==> src/rtl/memory_access_cycle.sv <==
// memory_access_cycle: MEM stage; drives the data-memory port, aligns store data,
// extracts and extends load data, and registers results into the M/W register.
// Latency: 1 cycle when no wait states, N+1 cycles with N wait states.
// Backpressure: StallM is raised while an aligned access waits on DMemReady.
// Optional feature macro: DMEM_TIMEOUT_EN (aborts an access after TIMEOUT_CYCLES waits).
module memory_access_cycle #(
  parameter int TIMEOUT_CYCLES = 16
) (
  input  logic        CLK,
  input  logic        RESET,
  input  logic [31:0] ALUOutM,
  input  logic [31:0] StoreCounterOutM,
  input  logic [5:0]  ALUSelectM,
  input  logic [4:0]  WriteAddressM,
  input  logic        RegWriteM,
  input  logic        MemReadM,
  input  logic        MemWriteM,
  input  logic        JtypeM,
  output logic [31:0] DMemAddr,
  output logic [31:0] DMemWData,
  output logic [3:0]  DMemByteEn,
  output logic        DMemRead,
  output logic        DMemWrite,
  input  logic [31:0] DMemRData,
  input  logic        DMemReady,
  output logic        StallM,
  output logic        MisalignedW,
  output logic        MemFaultW,
  output logic [31:0] ALUOutW,
  output logic [31:0] ReadDataW,
  output logic [4:0]  WriteAddressW,
  output logic        RegWriteW,
  output logic        MemToRegW,
  output logic        JtypeW
);

  localparam logic [5:0] OP_LB  = 6'b001011;
  localparam logic [5:0] OP_LH  = 6'b001100;
  localparam logic [5:0] OP_LW  = 6'b001101;
  localparam logic [5:0] OP_LBU = 6'b001110;
  localparam logic [5:0] OP_LHU = 6'b001111;
  localparam logic [5:0] OP_SB  = 6'b010000;
  localparam logic [5:0] OP_SH  = 6'b010001;
  localparam logic [5:0] OP_SW  = 6'b010010;

  typedef enum logic {S_IDLE, S_WAIT} state_t;

  state_t      state_q;
  logic [31:0] alu_out_w_q;
  logic [31:0] read_data_w_q;
  logic [4:0]  write_addr_w_q;
  logic        reg_write_w_q;
  logic        mem_to_reg_w_q;
  logic        jtype_w_q;
  logic        misaligned_w_q;

  logic        is_load;
  logic        is_store;
  logic        size_b;
  logic        size_h;
  logic        size_w;
  logic        rd_req;
  logic        wr_req;
  logic        misaligned;
  logic        access;
  logic        timeout;
  logic [7:0]  ld_byte;
  logic [15:0] ld_half;
  logic [31:0] ld_ext;
  logic [3:0]  byte_en;
  logic [31:0] wdata;

  // Op-code decode into access kind and width
  always_comb begin
    is_load  = 1'b0;
    is_store = 1'b0;
    size_b   = 1'b0;
    size_h   = 1'b0;
    size_w   = 1'b0;
    case (ALUSelectM)
      OP_LB, OP_LBU: begin is_load  = 1'b1; size_b = 1'b1; end
      OP_LH, OP_LHU: begin is_load  = 1'b1; size_h = 1'b1; end
      OP_LW:         begin is_load  = 1'b1; size_w = 1'b1; end
      OP_SB:         begin is_store = 1'b1; size_b = 1'b1; end
      OP_SH:         begin is_store = 1'b1; size_h = 1'b1; end
      OP_SW:         begin is_store = 1'b1; size_w = 1'b1; end
      default: ;
    endcase
  end

  // A write request takes priority; a read is only issued when no write is asked for
  assign wr_req     = MemWriteM & is_store;
  assign rd_req     = MemReadM & ~MemWriteM & is_load;
  assign misaligned = (rd_req | wr_req) &
                      ((size_h & ALUOutM[0]) | (size_w & (ALUOutM[1:0] != 2'b00)));
  assign access     = (rd_req | wr_req) & ~misaligned;

`ifdef DMEM_TIMEOUT_EN
  logic [7:0] wait_cnt_q;
  logic       mem_fault_w_q;
  assign timeout   = (state_q == S_WAIT) & ~DMemReady &
                     (wait_cnt_q == 8'(TIMEOUT_CYCLES - 1));
  assign MemFaultW = mem_fault_w_q;
`else
  assign timeout   = 1'b0;
  assign MemFaultW = 1'b0;
`endif

  // Byte-lane enables and replicated store data for the addressed lanes
  always_comb begin
    byte_en = 4'b0000;
    wdata   = StoreCounterOutM;
    if (size_b) begin
      byte_en = 4'b0001 << ALUOutM[1:0];
      wdata   = {4{StoreCounterOutM[7:0]}};
    end else if (size_h) begin
      byte_en = ALUOutM[1] ? 4'b1100 : 4'b0011;
      wdata   = {2{StoreCounterOutM[15:0]}};
    end else if (size_w) begin
      byte_en = 4'b1111;
    end
  end

  // Pick the addressed byte/half of the read word and extend it
  always_comb begin
    case (ALUOutM[1:0])
      2'd0:    ld_byte = DMemRData[7:0];
      2'd1:    ld_byte = DMemRData[15:8];
      2'd2:    ld_byte = DMemRData[23:16];
      default: ld_byte = DMemRData[31:24];
    endcase
    ld_half = ALUOutM[1] ? DMemRData[31:16] : DMemRData[15:0];
    case (ALUSelectM)
      OP_LB:   ld_ext = {{24{ld_byte[7]}}, ld_byte};
      OP_LBU:  ld_ext = {24'b0, ld_byte};
      OP_LH:   ld_ext = {{16{ld_half[15]}}, ld_half};
      OP_LHU:  ld_ext = {16'b0, ld_half};
      OP_LW:   ld_ext = DMemRData;
      default: ld_ext = 32'b0;
    endcase
  end

  // Memory port: strobes follow the held M-stage inputs in both IDLE and WAIT
  assign DMemAddr   = {ALUOutM[31:2], 2'b00};
  assign DMemWData  = wdata;
  assign DMemByteEn = (access & ~RESET) ? byte_en : 4'b0000;
  assign DMemRead   = access & rd_req & ~timeout & ~RESET;
  assign DMemWrite  = access & wr_req & ~timeout & ~RESET;
  assign StallM     = access & ~DMemReady & ~timeout & ~RESET;

  // FSM, wait counter and M/W pipeline register
  always_ff @(posedge CLK) begin
    if (RESET) begin
      state_q        <= S_IDLE;
      alu_out_w_q    <= 32'b0;
      read_data_w_q  <= 32'b0;
      write_addr_w_q <= 5'b0;
      reg_write_w_q  <= 1'b0;
      mem_to_reg_w_q <= 1'b0;
      jtype_w_q      <= 1'b0;
      misaligned_w_q <= 1'b0;
`ifdef DMEM_TIMEOUT_EN
      wait_cnt_q     <= 8'b0;
      mem_fault_w_q  <= 1'b0;
`endif
    end else begin
      case (state_q)
        S_IDLE:  if (access & ~DMemReady) state_q <= S_WAIT;
        default: if (~access | DMemReady | timeout) state_q <= S_IDLE;
      endcase
`ifdef DMEM_TIMEOUT_EN
      wait_cnt_q <= (state_q == S_WAIT) ? wait_cnt_q + 8'd1 : 8'd0;
`endif
      if (StallM) begin
        // Bubble: no write-back; event flags are single-cycle so they clear too
        reg_write_w_q  <= 1'b0;
        mem_to_reg_w_q <= 1'b0;
        misaligned_w_q <= 1'b0;
`ifdef DMEM_TIMEOUT_EN
        mem_fault_w_q  <= 1'b0;
`endif
      end else begin
        alu_out_w_q    <= ALUOutM;
        write_addr_w_q <= WriteAddressM;
        jtype_w_q      <= JtypeM;
        reg_write_w_q  <= RegWriteM & ~is_store & ~misaligned & ~timeout;
        mem_to_reg_w_q <= rd_req & ~misaligned & ~timeout;
        read_data_w_q  <= (access & rd_req & ~timeout) ? ld_ext : 32'b0;
        misaligned_w_q <= misaligned;
`ifdef DMEM_TIMEOUT_EN
        mem_fault_w_q  <= timeout;
`endif
      end
    end
  end

  assign ALUOutW       = alu_out_w_q;
  assign ReadDataW     = read_data_w_q;
  assign WriteAddressW = write_addr_w_q;
  assign RegWriteW     = reg_write_w_q;
  assign MemToRegW     = mem_to_reg_w_q;
  assign JtypeW        = jtype_w_q;
  assign MisalignedW   = misaligned_w_q;

endmodule

==> config.mk <==
export PLATFORM = sky130hd
export DESIGN_NAME = memory_access_cycle
export DESIGN_NICKNAME = d
export VERILOG_FILES = /design/src/rtl/memory_access_cycle.sv
export SDC_FILE = /design/constraint.sdc
export NUM_CORES = 1
export LEC_CHECK = 0
export CORE_ASPECT_RATIO = 1.75
export CORE_MARGIN = 5
export CORE_UTILIZATION = 35
export DETAILED_ROUTE_END_ITERATION = 16
export PLACE_DENSITY = 0.77
export SLEW_MARGIN = 20
export SYNTH_ARGS = -nofsm -noshare
export SYNTH_HDL_FRONTEND = slang
export SYNTH_SLANG_ARGS = --single-unit
==> constraint.sdc <==
create_clock -name CLK -period 3.9 [get_ports CLK]
set_clock_uncertainty 0.15 [all_clocks]
set_input_delay 0.585 -clock CLK [delete_from_list [all_inputs] [get_ports CLK]]
set_output_delay 0.585 -clock CLK [all_outputs]
set_load 0.03 [all_outputs]
After elaboration in Yosys (flattened, before gate mapping) --
Cells that the tools add are included.
Storage, ports and cells: bits in registers 73, bits in latches 0, bits in writable memories 0, ROM bits 0, bits of input ports 114, output and inout port bits 145, memories kept 0
Cells by class: $add $sub $neg 0, multiply operators 0, div/mod/pow operators 0, order comparisons 0, equal/unequal tests 10, shift operators 1, mux-type cells 16, bitwise operators 24, reductions and logical operators 8
Operators with widths (number):
- $pmux 32 s5 | 1
- $mux 32 | 3
- $eq 6x4->1 const B | 5
- $pmux 8 s3 | 1
- $mux 4 | 5
- $eq 6x5->1 const B | 3
- $and 1x1->1 | 17
- $mux 16 | 1
- $reduce_or 3->1 | 3
- $mux 1 | 5
- $not 1->1 | 5
- $reduce_or 5->1 | 1
- $reduce_or 2->1 | 2
- $shl 1x2->4 const A | 1
- $eq 2x1->1 const B | 1
- $eq 2x2->1 const B | 1
- $logic_not 2->1 | 1
- $or 1x1->1 | 2
- $reduce_bool 2->1 | 1

Longest topological paths before layout --
depth after elaboration 11, depth in mapped cells 8, depth with buffers taken out 6

Worst setup path after synthesis --
No wires, ideal clock.
kind input to output, from input ALUSelectM[0], to output DMemWData[29], data arrival time 2.344 ns, required time 3.165 ns, setup slack 0.821 ns, stages on the path 8, cells stage by stage buf_2 -> xor2_1 -> a32oi_1 -> or2_2 -> buf_2 -> clkbuf_1 -> nand2_1 -> o211ai_1
Between the ends: longest elaborated chain between the ends 5, elaborated cells on any way between the ends 12
RTL lines:
- start, declared | RTL line 13 | input logic [5:0] ALUSelectM,
- $eq 6x4->1 / $eq 6x5->1 (equally long branches) | RTL line 80 | case (ALUSelectM)
- $reduce_or 3->1 (no source line)
- $mux 1 | RTL line 80
- $mux 32 | RTL line 116 | end else if (size_h) begin
- $mux 32 * | RTL line 113 | if (size_b) begin
- end, declared | RTL line 20 | output logic [31:0] DMemWData,
Every way passes the cells marked *; elsewhere a longest branch is shown, timed or not.

Final worst setup path --
from input ALUSelectM[2], to output DMemWData[22]
The elaborated chain is that of the path after synthesis.

==> metrics.cfg <==
[outcome]
outcome = completed

[placement]
dp_hpwl_mm = 13.0
placed_area_mm2 = 0.00641
io_buffers = 255
routabilityCongestion = 0.904

[floorplanning]
num_io_pins = 259
die_h_um = 153
rows = 52
core-area_mm2 = 0.0115
die-area_mm2 = 0.0140
die_x_um = 91.7
start_util_pct = 35.5

[yosys]
ys_warn_count = 0
yosys.area.top_type = dfxtp_1
ys_types = 58
ys_async_sr_fraction_pct = 0
yosys_most_used_dff = dfxtp_1
seq_area_frac_synth_pct = 35.7
yosys-top-cells-area = dfxtp_1 36%, a22o_1 8.1%, buf_4 7.7%, o2bb2ai_1 6.4%, nand2_1 4.0%
syn-cell-area_mm2 = 0.00409
synth_top_area_share_pct = 35.7
postSynthCellCount = 439
synth_commonest_cells = 73 x dfxtp_1, 44 x nand2_1, 42 x buf_4, 38 x a22o_1, 30 x o2bb2ai_1
synth_edf_count = 0
avgSynthCellArea_um2 = 9.31
yosysMostFrequentCell = dfxtp_1
ys_ff_latch = 73

[grt]
grt_max_degree = 46
grt_pass1_vias = 4593
grt_overflow = 0
grt_antenna_before_repair = 1
grt_pass1_wl_mm = 24.6
track_usage_pct = 22.2

[layout]
area_delta_synth_final_pct = 65.4
multi_input_area_mm2 = 0.00206
fin_util_pct = 58.7
fin_nets = 761
seqCellArea_mm2 = 0.00146
nFillCells = 1014
drive_gt1_share_pct = 12.3
finalInstanceArea_mm2 = 0.00676

[cts]
clock_latency_ns = 0.33
cts_sinks = 73
cts_root_buf = clkbuf_16
post_cts_buffers = 0
cts_buffers = 9
cts.hold.buffers_added = 0
max-clock-path-buffers = 2
cts_resized = 0
clk_pin_slew_ns = 0.06
cts_htree_levels = 3
cts_tree = yes

[power]
switching_share_pct = 26.8
p_leak_nw = 2.58
powerDensity_mw_per_mm2 = 339
clkPwrFrac_pct = 41.6
combPwrFrac_pct = 24.2
seqPwrFrac_pct = 34.2
p_switching_w = 0.000614
total_power_w = 0.00229
intPower_w = 0.00168
ir_drop_mv = 0.303

[sta]
tns_ns = 0
holdWs_ns = 0.310
fin_crit_sh_pct = 94.3
fin_crit_ns = 3.68
setup_viol = 0
slew_viol_final = 0
clock.fmax_mhz = 272
rsz0062_at_grt = no
hold_viol_final = 0
tightest_slew_ns = 0.641
relSlewSlack_pct = 57.3

[worst_setup_path]
cp_max_fo = 8
critPathLaunch = ALUSelectM[2]
criticalPathCategory = in2out
required_ns = 3.16
arrival_ns = 2.94
cp-start-kind = primary input
cp-end-kind = output port
r2r_start = ReadDataW[20]

[detailed_routing]
vias = 4373
viasPerCell = 5.55
drc = 0
wl_per_cell_um = 20.7
first_iter_violations = 220
drt_pass1_iterations = 5
ant_nets = 0
drt-total-wl_mm = 16.3

[min_path]
hold_path_class = reg2reg
min_from = ReadDataW[0]

[job]
max-cap-violations = 0

-- flip-flops by register name (all words and copies together), names as in the netlist --
name	flops
MisalignedW	1
RegWriteW	1
ALUOutW	32
ReadDataW	32
MemToRegW	1
WriteAddressW	5
JtypeW	1
-- worst paths after layout --
kind	to	slack, ns	cells after the start
setup / recovery	DMemWData[22]	0.22	7
setup reg to reg	ReadDataW[20]	3.00	2
hold reg to reg	ReadDataW[0]	0.31	1
hold / removal	ReadDataW[0]	0.31	1
-- cell families (layout without fill, tap and decap cells) --
| family | after synthesis | count (layout) | share of synthesized area [%] |
|---|---|---|---|
| and+or+nand+nor | 98 | 98 | 12.6 |
| DFF | 73 | 73 | 35.7 |
| other | 1 | 4 | 0.0917 |
| buffers and inverters | 88 | 299 | 14.0 |
| xor gates and xnor gates | 2 | 2 | 0.428 |
| muxes | 19 | 19 | 5.91 |
| AOI/OAI and AO/OA | 158 | 158 | 31.2 |
-- metrics by stage --
| stage | setup WS [ns] | std cells |
|---|---|---|
| floorplan | 0.821 | 441 |
| global placement | 0.304 | 771 |
| detailed placement | 0.237 | 771 |
| CTS | 0.225 | 787 |
| global route | 0.131 | 788 |
| finish | 0.221 | 788 |
-- critical path: stages --
cell,delay [ns]
clkdlybuf4s50_1,0.58
xor2_1,0.25
a32oi_1,0.19
a31oi_2,0.21
buf_4,0.19
mux2_2,0.34
clkdlybuf4s50_1,0.60
-- power groups by stage --
stage	logic, W	clock network, W	registers (W)
2_1_floorplan	0.000250	0	0.000845
3_3_place_gp	0.000545	0	0.000799
3_5_place_dp	0.000553	0	0.000799
4_1_cts	0.000556	0.000965	0.000784
5_1_grt	0.000581	0.000995	0.000787
6_report	0.000556	0.000954	0.000784
-- per-layer routing --
metal,up-vias,routed length [um],GRT usage [%]
li1,2011,-,-
met1,2043,5290,20.6
met2,279,8770,42.2
met3,40,1640,7.53
met4,0,644,10.8
met5,-,0,0
-- cells in the final DEF, fill, tap and decap left out, drive strengths merged, types with 3 or more instances in the layout --
master           n
nand2b           4
nand3            4
nor2b            6
a22oi            5
dfxtp           73
o22ai            4
o211ai           8
mux2i            5
and3             4
conb             3
bufinv           3
a21oi           24
o2bb2ai         30
a22o            38
inv             12
mux4             3
clkbuf          11
clkdlybuf4s50  235
a221oi          16
a32o             4
and2             3
o21ai           16
mux2            11
buf             36
nand2           45
nor2            19
-- cell type report --
class,count,area share (%)
timing repair buffer,271,39.5
sequential,73,21.6
antenna,1,0.0370
clock inverter,5,1.52
tap,135,2.50
multi-input combinational,280,30.5
clock buffer,11,3.59
inverter,12,0.703
(Power assumes the default switching activity.)
